`config.mk`:
```
export PLATFORM = sky130hd
export DESIGN_NAME = hazard_ctrl_flat
export DESIGN_NICKNAME = d
export VERILOG_FILES = /design/src/rtl/hazard_ctrl_if.sv /design/src/rtl/hazard_ctrl.sv /design/src/flat_wrapper.sv
export SDC_FILE = /design/constraint.sdc
export NUM_CORES = 1
export LEC_CHECK = 0
export ABC_CLOCK_PERIOD_IN_PS = 2550
export CORE_MARGIN = 10
export CORE_UTILIZATION = 35
export DETAILED_ROUTE_END_ITERATION = 12
export PLACE_DENSITY = 0.72
export SYNTH_ARGS = -nofsm -noshare
export SYNTH_HDL_FRONTEND = slang
export SYNTH_SLANG_ARGS = --single-unit
```
`constraint.sdc`:
```
create_clock -name clk -period 2.55 [get_ports clk]
set_clock_uncertainty 0.1 [all_clocks]
set_input_delay 0.255 -clock clk [delete_from_list [all_inputs] [get_ports clk]]
set_output_delay 0.255 -clock clk [all_outputs]
set_load 0.02 [all_outputs]
```
`src/rtl/hazard_ctrl_if.sv`:
```
// Hazard sequencer bundle: ID/EX hazard sources in,
// PC / IF-ID / ID-EX pipeline controls out.
interface hazard_ctrl_if #(
  parameter int PERF_W = 16
);
  logic [4:0]        id_rs;
  logic [4:0]        id_rt;
  logic              id_uses_rs;
  logic              id_uses_rt;
  logic              ex_mem_read;
  logic [4:0]        ex_rt;
  logic              id_branch_taken;
  logic              id_mdu_op;
  logic              id_mdu_access;
  logic              imem_ready;
  logic              pc_write;
  logic              if2id_stall;
  logic              if2id_flush;
  logic              id2ex_bubble;
  logic              mdu_busy;
  logic [PERF_W-1:0] stall_cycles;

  modport master (
    output id_rs, id_rt, id_uses_rs, id_uses_rt,
    output ex_mem_read, ex_rt, id_branch_taken,
    output id_mdu_op, id_mdu_access, imem_ready,
    input  pc_write, if2id_stall, if2id_flush,
    input  id2ex_bubble, mdu_busy, stall_cycles
  );

  modport slave (
    input  id_rs, id_rt, id_uses_rs, id_uses_rt,
    input  ex_mem_read, ex_rt, id_branch_taken,
    input  id_mdu_op, id_mdu_access, imem_ready,
    output pc_write, if2id_stall, if2id_flush,
    output id2ex_bubble, mdu_busy, stall_cycles
  );
endinterface

```
`src/rtl/hazard_ctrl.sv`:
```
// Pipeline sequencer: load-use, branch flush, MDU
// occupancy and imem wait-state control.
module hazard_ctrl #(
  parameter int MDU_LATENCY = 32,
  parameter int PERF_W      = 16
) (
  input logic          clk,
  input logic          rst_n,
  hazard_ctrl_if.slave hz
);
  typedef enum logic {RUN, MDU_BUSY} state_t;

  state_t            state_q, state_d;
  logic [5:0]        cnt_q, cnt_d;
  logic [PERF_W-1:0] perf_q;
  logic              lu, mh, ds, busy;
  logic              c_rst, c_ds, c_br, c_nr;
  logic              pc_w, st, fl, bu;

  assign busy = rst_n && (state_q == MDU_BUSY);

  assign lu = hz.ex_mem_read && (hz.ex_rt != 5'd0) &&
              ((hz.id_uses_rs && hz.id_rs == hz.ex_rt) ||
               (hz.id_uses_rt && hz.id_rt == hz.ex_rt));
  assign mh = hz.id_mdu_access && busy;
  assign ds = lu || mh;

  // One-hot priority terms so the decoder below is exclusive
  assign c_rst = !rst_n;
  assign c_ds  = rst_n && ds;
  assign c_br  = rst_n && !ds && hz.id_branch_taken;
  assign c_nr  = rst_n && !ds && !hz.id_branch_taken &&
                 !hz.imem_ready;

  always_comb begin
    pc_w = 1'b1;
    st   = 1'b0;
    fl   = 1'b0;
    bu   = 1'b0;
    unique case (1'b1)
      c_rst: begin
        pc_w = 1'b0;
        fl   = 1'b1;
        bu   = 1'b1;
      end
      c_ds: begin
        pc_w = 1'b0;
        st   = 1'b1;
        bu   = 1'b1;
      end
      c_br: begin
        fl = 1'b1;
      end
      c_nr: begin
        pc_w = 1'b0;
        fl   = 1'b1;
      end
      default: ;
    endcase
  end

  always_comb begin
    state_d = state_q;
    cnt_d   = cnt_q;
    unique case (state_q)
      RUN: begin
        if (hz.id_mdu_op && !ds) begin
          state_d = MDU_BUSY;
          cnt_d   = 6'(MDU_LATENCY);
        end
      end
      MDU_BUSY: begin
        cnt_d = cnt_q - 6'd1;
        if (cnt_q == 6'd1) state_d = RUN;
      end
      default: begin
        state_d = RUN;
        cnt_d   = 6'd0;
      end
    endcase
  end

  always_ff @(posedge clk) begin
    if (!rst_n) begin
      state_q <= RUN;
      cnt_q   <= 6'd0;
      perf_q  <= '0;
    end else begin
      state_q <= state_d;
      cnt_q   <= cnt_d;
      if (!pc_w && perf_q != '1)
        perf_q <= perf_q + 1'b1;
    end
  end

  assign hz.pc_write     = pc_w;
  assign hz.if2id_stall  = st;
  assign hz.if2id_flush  = fl;
  assign hz.id2ex_bubble = bu;
  assign hz.mdu_busy     = busy;
  assign hz.stall_cycles = perf_q;
endmodule

```
`src/flat_wrapper.sv`:
```
// flat-port wrapper written by rule: the top's interface ports become plain ports
module hazard_ctrl_flat 
#(
  parameter int MDU_LATENCY = 32,
  parameter int PERF_W      = 16
)
  (clk, rst_n, hz_id_rs, hz_id_rt, hz_id_uses_rs, hz_id_uses_rt, hz_ex_mem_read, hz_ex_rt, hz_id_branch_taken, hz_id_mdu_op, hz_id_mdu_access, hz_imem_ready, hz_pc_write, hz_if2id_stall, hz_if2id_flush, hz_id2ex_bubble, hz_mdu_busy, hz_stall_cycles);
  hazard_ctrl_if #(.PERF_W(PERF_W)) hz_i ();
  input logic clk;
  input logic rst_n;
  input wire logic [$bits(hz_i.id_rs)-1:0] hz_id_rs;
  input wire logic [$bits(hz_i.id_rt)-1:0] hz_id_rt;
  input wire logic [$bits(hz_i.id_uses_rs)-1:0] hz_id_uses_rs;
  input wire logic [$bits(hz_i.id_uses_rt)-1:0] hz_id_uses_rt;
  input wire logic [$bits(hz_i.ex_mem_read)-1:0] hz_ex_mem_read;
  input wire logic [$bits(hz_i.ex_rt)-1:0] hz_ex_rt;
  input wire logic [$bits(hz_i.id_branch_taken)-1:0] hz_id_branch_taken;
  input wire logic [$bits(hz_i.id_mdu_op)-1:0] hz_id_mdu_op;
  input wire logic [$bits(hz_i.id_mdu_access)-1:0] hz_id_mdu_access;
  input wire logic [$bits(hz_i.imem_ready)-1:0] hz_imem_ready;
  output wire logic [$bits(hz_i.pc_write)-1:0] hz_pc_write;
  output wire logic [$bits(hz_i.if2id_stall)-1:0] hz_if2id_stall;
  output wire logic [$bits(hz_i.if2id_flush)-1:0] hz_if2id_flush;
  output wire logic [$bits(hz_i.id2ex_bubble)-1:0] hz_id2ex_bubble;
  output wire logic [$bits(hz_i.mdu_busy)-1:0] hz_mdu_busy;
  output wire logic [$bits(hz_i.stall_cycles)-1:0] hz_stall_cycles;
  assign hz_i.id_rs = hz_id_rs;
  assign hz_i.id_rt = hz_id_rt;
  assign hz_i.id_uses_rs = hz_id_uses_rs;
  assign hz_i.id_uses_rt = hz_id_uses_rt;
  assign hz_i.ex_mem_read = hz_ex_mem_read;
  assign hz_i.ex_rt = hz_ex_rt;
  assign hz_i.id_branch_taken = hz_id_branch_taken;
  assign hz_i.id_mdu_op = hz_id_mdu_op;
  assign hz_i.id_mdu_access = hz_id_mdu_access;
  assign hz_i.imem_ready = hz_imem_ready;
  assign hz_pc_write = hz_i.pc_write;
  assign hz_if2id_stall = hz_i.if2id_stall;
  assign hz_if2id_flush = hz_i.if2id_flush;
  assign hz_id2ex_bubble = hz_i.id2ex_bubble;
  assign hz_mdu_busy = hz_i.mdu_busy;
  assign hz_stall_cycles = hz_i.stall_cycles;
  hazard_ctrl #(.MDU_LATENCY(MDU_LATENCY), .PERF_W(PERF_W)) u_core (.clk(clk), .rst_n(rst_n), .hz(hz_i));
endmodule
```
==> flow_summary.json, run 1 <==
{
  "antenna_left": 0,
  "cts.sinks": 23,
  "avgSynthCellArea_sq_um": 8.38,
  "die_area_sq_mm": 0.00686,
  "hp-class": "register to register",
  "p_per_area_mw_per_mm2": 407,
  "yosysWarnings": 0,
  "final_cell_mix": "clkdlybuf4s50_1, dfxtp_1, a21oi_1, buf_4, nand2_1",
  "drcViolationCount": 0,
  "fill_cells": 374,
  "cts_tree": "built",
  "grt_pass1_vias": 1222,
  "ys_types": 39,
  "maxCapViolations": 0,
  "grt_max_degree": 22,
  "drive_above_1_share": 0.138,
  "seq_area_frac_synth": 0.333,
  "cp-start-kind": "input pin",
  "synthesis.nets": 192,
  "tns_ps": 0,
  "wl_per_cell_um": 13.4,
  "firstDrtPassIters": 4,
  "grt_pass1_wl_um": 5800,
  "finalSetupViolCount": 0,
  "die_h_um": 82.9,
  "num_antenna_cells": 0,
  "report.final.hold_viol_count": 0,
  "wl_um": 3570,
  "portBuffers": 44,
  "path_class": "input pin to output port",
  "initial_core_util": 0.369,
  "clock_power_share": 0.283,
  "p_seq_frac": 0.485,
  "final_nets": 246,
  "cts.htree.levels": 1,
  "syn_area_sq_mm": 0.00138,
  "antenna_found_initial": 0,
  "peakVddDrop_v": 0.000242,
  "finalPower_mw": 0.805,
  "switching_share": 0.276,
  "drtIter0Drc": 108,
  "synth-seq-cells": 23,
  "fmax_mhz": 414,
  "cts_root_buf": "clkbuf_8",
  "finalCritPeriodShare": 0.947,
  "arrival_ps": 2060,
  "endpoint_kind": "output port",
  "cts_max_path_buffers": 2,
  "ios": 45,
  "tightest_slew_ps": 444,
  "row_count": 22,
  "dpl.hpwl_um": 2850,
  "cp_max_fo": 3,
  "num_vias": 1346,
  "rsz0062_at_grt": "no",
  "grt_usage": 0.0961,
  "p_sw_mw": 0.222,
  "cts_made_buffers": 3,
  "internal_power_mw": 0.583,
  "maxSlewViolCount": 0,
  "area_growth_pct": 42.9,
  "run_status": "completed",
  "required_ps": 2190,
  "dp_cells": 262,
  "coreArea_sq_mm": 0.00374,
  "layout_commonest_cell": "clkdlybuf4s50_1",
  "die_x_um": 82.9,
  "finalNonFillerCells": 266,
  "p_comb_frac": 0.232,
  "place_congestion": 0.820,
  "relSlewSlack": 0.704,
  "clkTransAtPathRegs_ps": 80,
  "syn_inst": 165,
  "p_leak_nw": 0.667,
  "grt_overflow_total": 0,
  "via_per_inst": 5.06,
  "fin_crit_ps": 2420,
  "clk_latency_ps": 260
}
-- logic make-up (layout without fill, tap and decap cells) --
| family | count (synthesis) | in the layout | share of synthesized area |
|---|---|---|---|
| AOI/OAI and AO/OA | 39 | 39 | 0.194 |
| xor gates and xnor gates | 12 | 12 | 0.0760 |
| adders and majority gates | 3 | 3 | 0.0272 |
| buffers and inverters | 15 | 68 | 0.0516 |
| DFF | 23 | 23 | 0.333 |
| muxes | 2 | 2 | 0.0145 |
| and+or+nand+nor | 71 | 71 | 0.304 |
-- flip-flops by register name, indices dropped and copies added, names as in the netlist --
register,cells
u_core.state_q,1
u_core.hz.stall_cycles,16
u_core.cnt_q,6
-- cell type report --
class,instances,area [sq um],share of cell area
Clock buffer,3,41.3,0.0209
Clock inverter,1,5.00,0.00253
Inverter,8,30.0,0.0152
Multi-Input combinational cell,127,857,0.434
Sequential cell,23,460,0.233
Tap cell,48,60.1,0.0304
Timing Repair Buffer,56,522,0.264
-- stage by stage --
stage,util,cell area [sq um],setup slack (ps),hold slack (ps)
detailed placement,0.516,1930,-226,387
global route,0.528,1980,30.8,427
floorplan,-,1380,432,308
finish,0.528,1980,135,393
CTS,0.529,1980,40.5,397
global placement,0.516,1930,-199,379
-- layer usage --
layer / part of all wire / routed length (um) / global-route usage
met3: 0.071 / 252 / 0.0420
met1: 0.48 / 1700 / 0.124
met5: 0 / 0 / 0
met4: 0.0050 / 18 / 0.0185
met2: 0.45 / 1600 / 0.144
-- timing repair --
action                                  4_1_cts  5_1_grt
endpoints found under the hold margin         0        0
hold buffers                                  0        0
endpoints found under the setup margin        4        1
buffers inserted                              0        0
gates resized for setup                       5        2
pin swaps                                     0        0
gates cloned                                  0        0
-- critical path: stages --
cell and delay (ps):
clkdlybuf4s50_1 450, or4_1 530, o21ai_2 150, nor2_1 70, a21oi_1 210, nand2_1 80, dlygate4sd2_1 320
-- synthesized netlist by cell type (all sizes together) --
| cell | number | area share |
|---|---|---|
| xor2 | 9 | 0.057 |
| a21o | 1 | 0.0054 |
| nand3 | 9 | 0.033 |
| nor3 | 5 | 0.018 |
| dfxtp | 23 | 0.33 |
| nor2 | 8 | 0.022 |
| a21oi | 13 | 0.047 |
| or3 | 4 | 0.018 |
| nor4b | 1 | 0.011 |
| clkbuf | 5 | 0.014 |
| a21boi | 1 | 0.0054 |
| ha | 3 | 0.027 |
| nand2 | 11 | 0.030 |
| a221oi | 1 | 0.0063 |
| o211ai | 2 | 0.011 |
| mux2i | 2 | 0.014 |
| o22a | 1 | 0.013 |
| nand4 | 5 | 0.023 |
| o221ai | 1 | 0.0063 |
| a32oi | 1 | 0.012 |
| and3 | 1 | 0.0045 |
| buf | 2 | 0.016 |
| and2 | 2 | 0.0091 |
| a211oi | 1 | 0.0054 |
| nor3b | 2 | 0.011 |
| nor4 | 4 | 0.032 |
| or2 | 6 | 0.027 |
| or4 | 9 | 0.049 |
| o31ai | 10 | 0.054 |
| clkinv | 1 | 0.0027 |
| xnor2 | 3 | 0.019 |
| nand2b | 4 | 0.018 |
| inv | 7 | 0.019 |
| o21ai | 7 | 0.028 |
-- final timing paths --
kind	from	to	slack [ps]	cells after the start
setup reg to reg	u_core.hz.stall_cycles[0]$_SDFFE_PN0P_	u_core.hz.stall_cycles[11]$_SDFFE_PN0P_	390	7
setup / recovery	hz_ex_rt[3]	hz_id2ex_bubble	130	7
hold reg to reg	u_core.cnt_q[1]$_SDFFE_PN0P_	u_core.cnt_q[1]$_SDFFE_PN0P_	390	2
hold / removal	u_core.cnt_q[1]$_SDFFE_PN0P_	u_core.cnt_q[1]$_SDFFE_PN0P_	390	2
-- power groups by stage --
| stage | logic (mW) | clock network [mW] | registers, mW |
|---|---|---|---|
| 2_1_floorplan | 0.0954 | 0 | 0.403 |
| 3_3_place_gp | 0.187 | 0 | 0.400 |
| 3_5_place_dp | 0.188 | 0 | 0.399 |
| 4_1_cts | 0.188 | 0.233 | 0.391 |
| 5_1_grt | 0.204 | 0.244 | 0.394 |
| 6_report | 0.187 | 0.228 | 0.391 |
Power figures use the tool's default switching activity.
==> run 2: changes to the inputs <==
--- a/config.mk
+++ b/config.mk
@@ -10,6 +10,7 @@
 export CORE_UTILIZATION = 35
 export DETAILED_ROUTE_END_ITERATION = 12
 export PLACE_DENSITY = 0.72
+export SKIP_LAST_GASP = 1
 export SYNTH_ARGS = -nofsm -noshare
 export SYNTH_HDL_FRONTEND = slang
 export SYNTH_SLANG_ARGS = --single-unit
==> results of run 2 <==
Final layout, timing and power as in run 1 (identical DEF).
==> run 3: changes to the inputs <==
--- a/config.mk
+++ b/config.mk
@@ -8,6 +8,7 @@
 export ABC_CLOCK_PERIOD_IN_PS = 2550
 export CORE_MARGIN = 10
 export CORE_UTILIZATION = 35
+export CTS_CLUSTER_SIZE = 28
 export DETAILED_ROUTE_END_ITERATION = 12
 export PLACE_DENSITY = 0.72
 export SKIP_LAST_GASP = 1
==> results of run 3 <==
Final layout, timing and power as in run 1 (identical DEF).
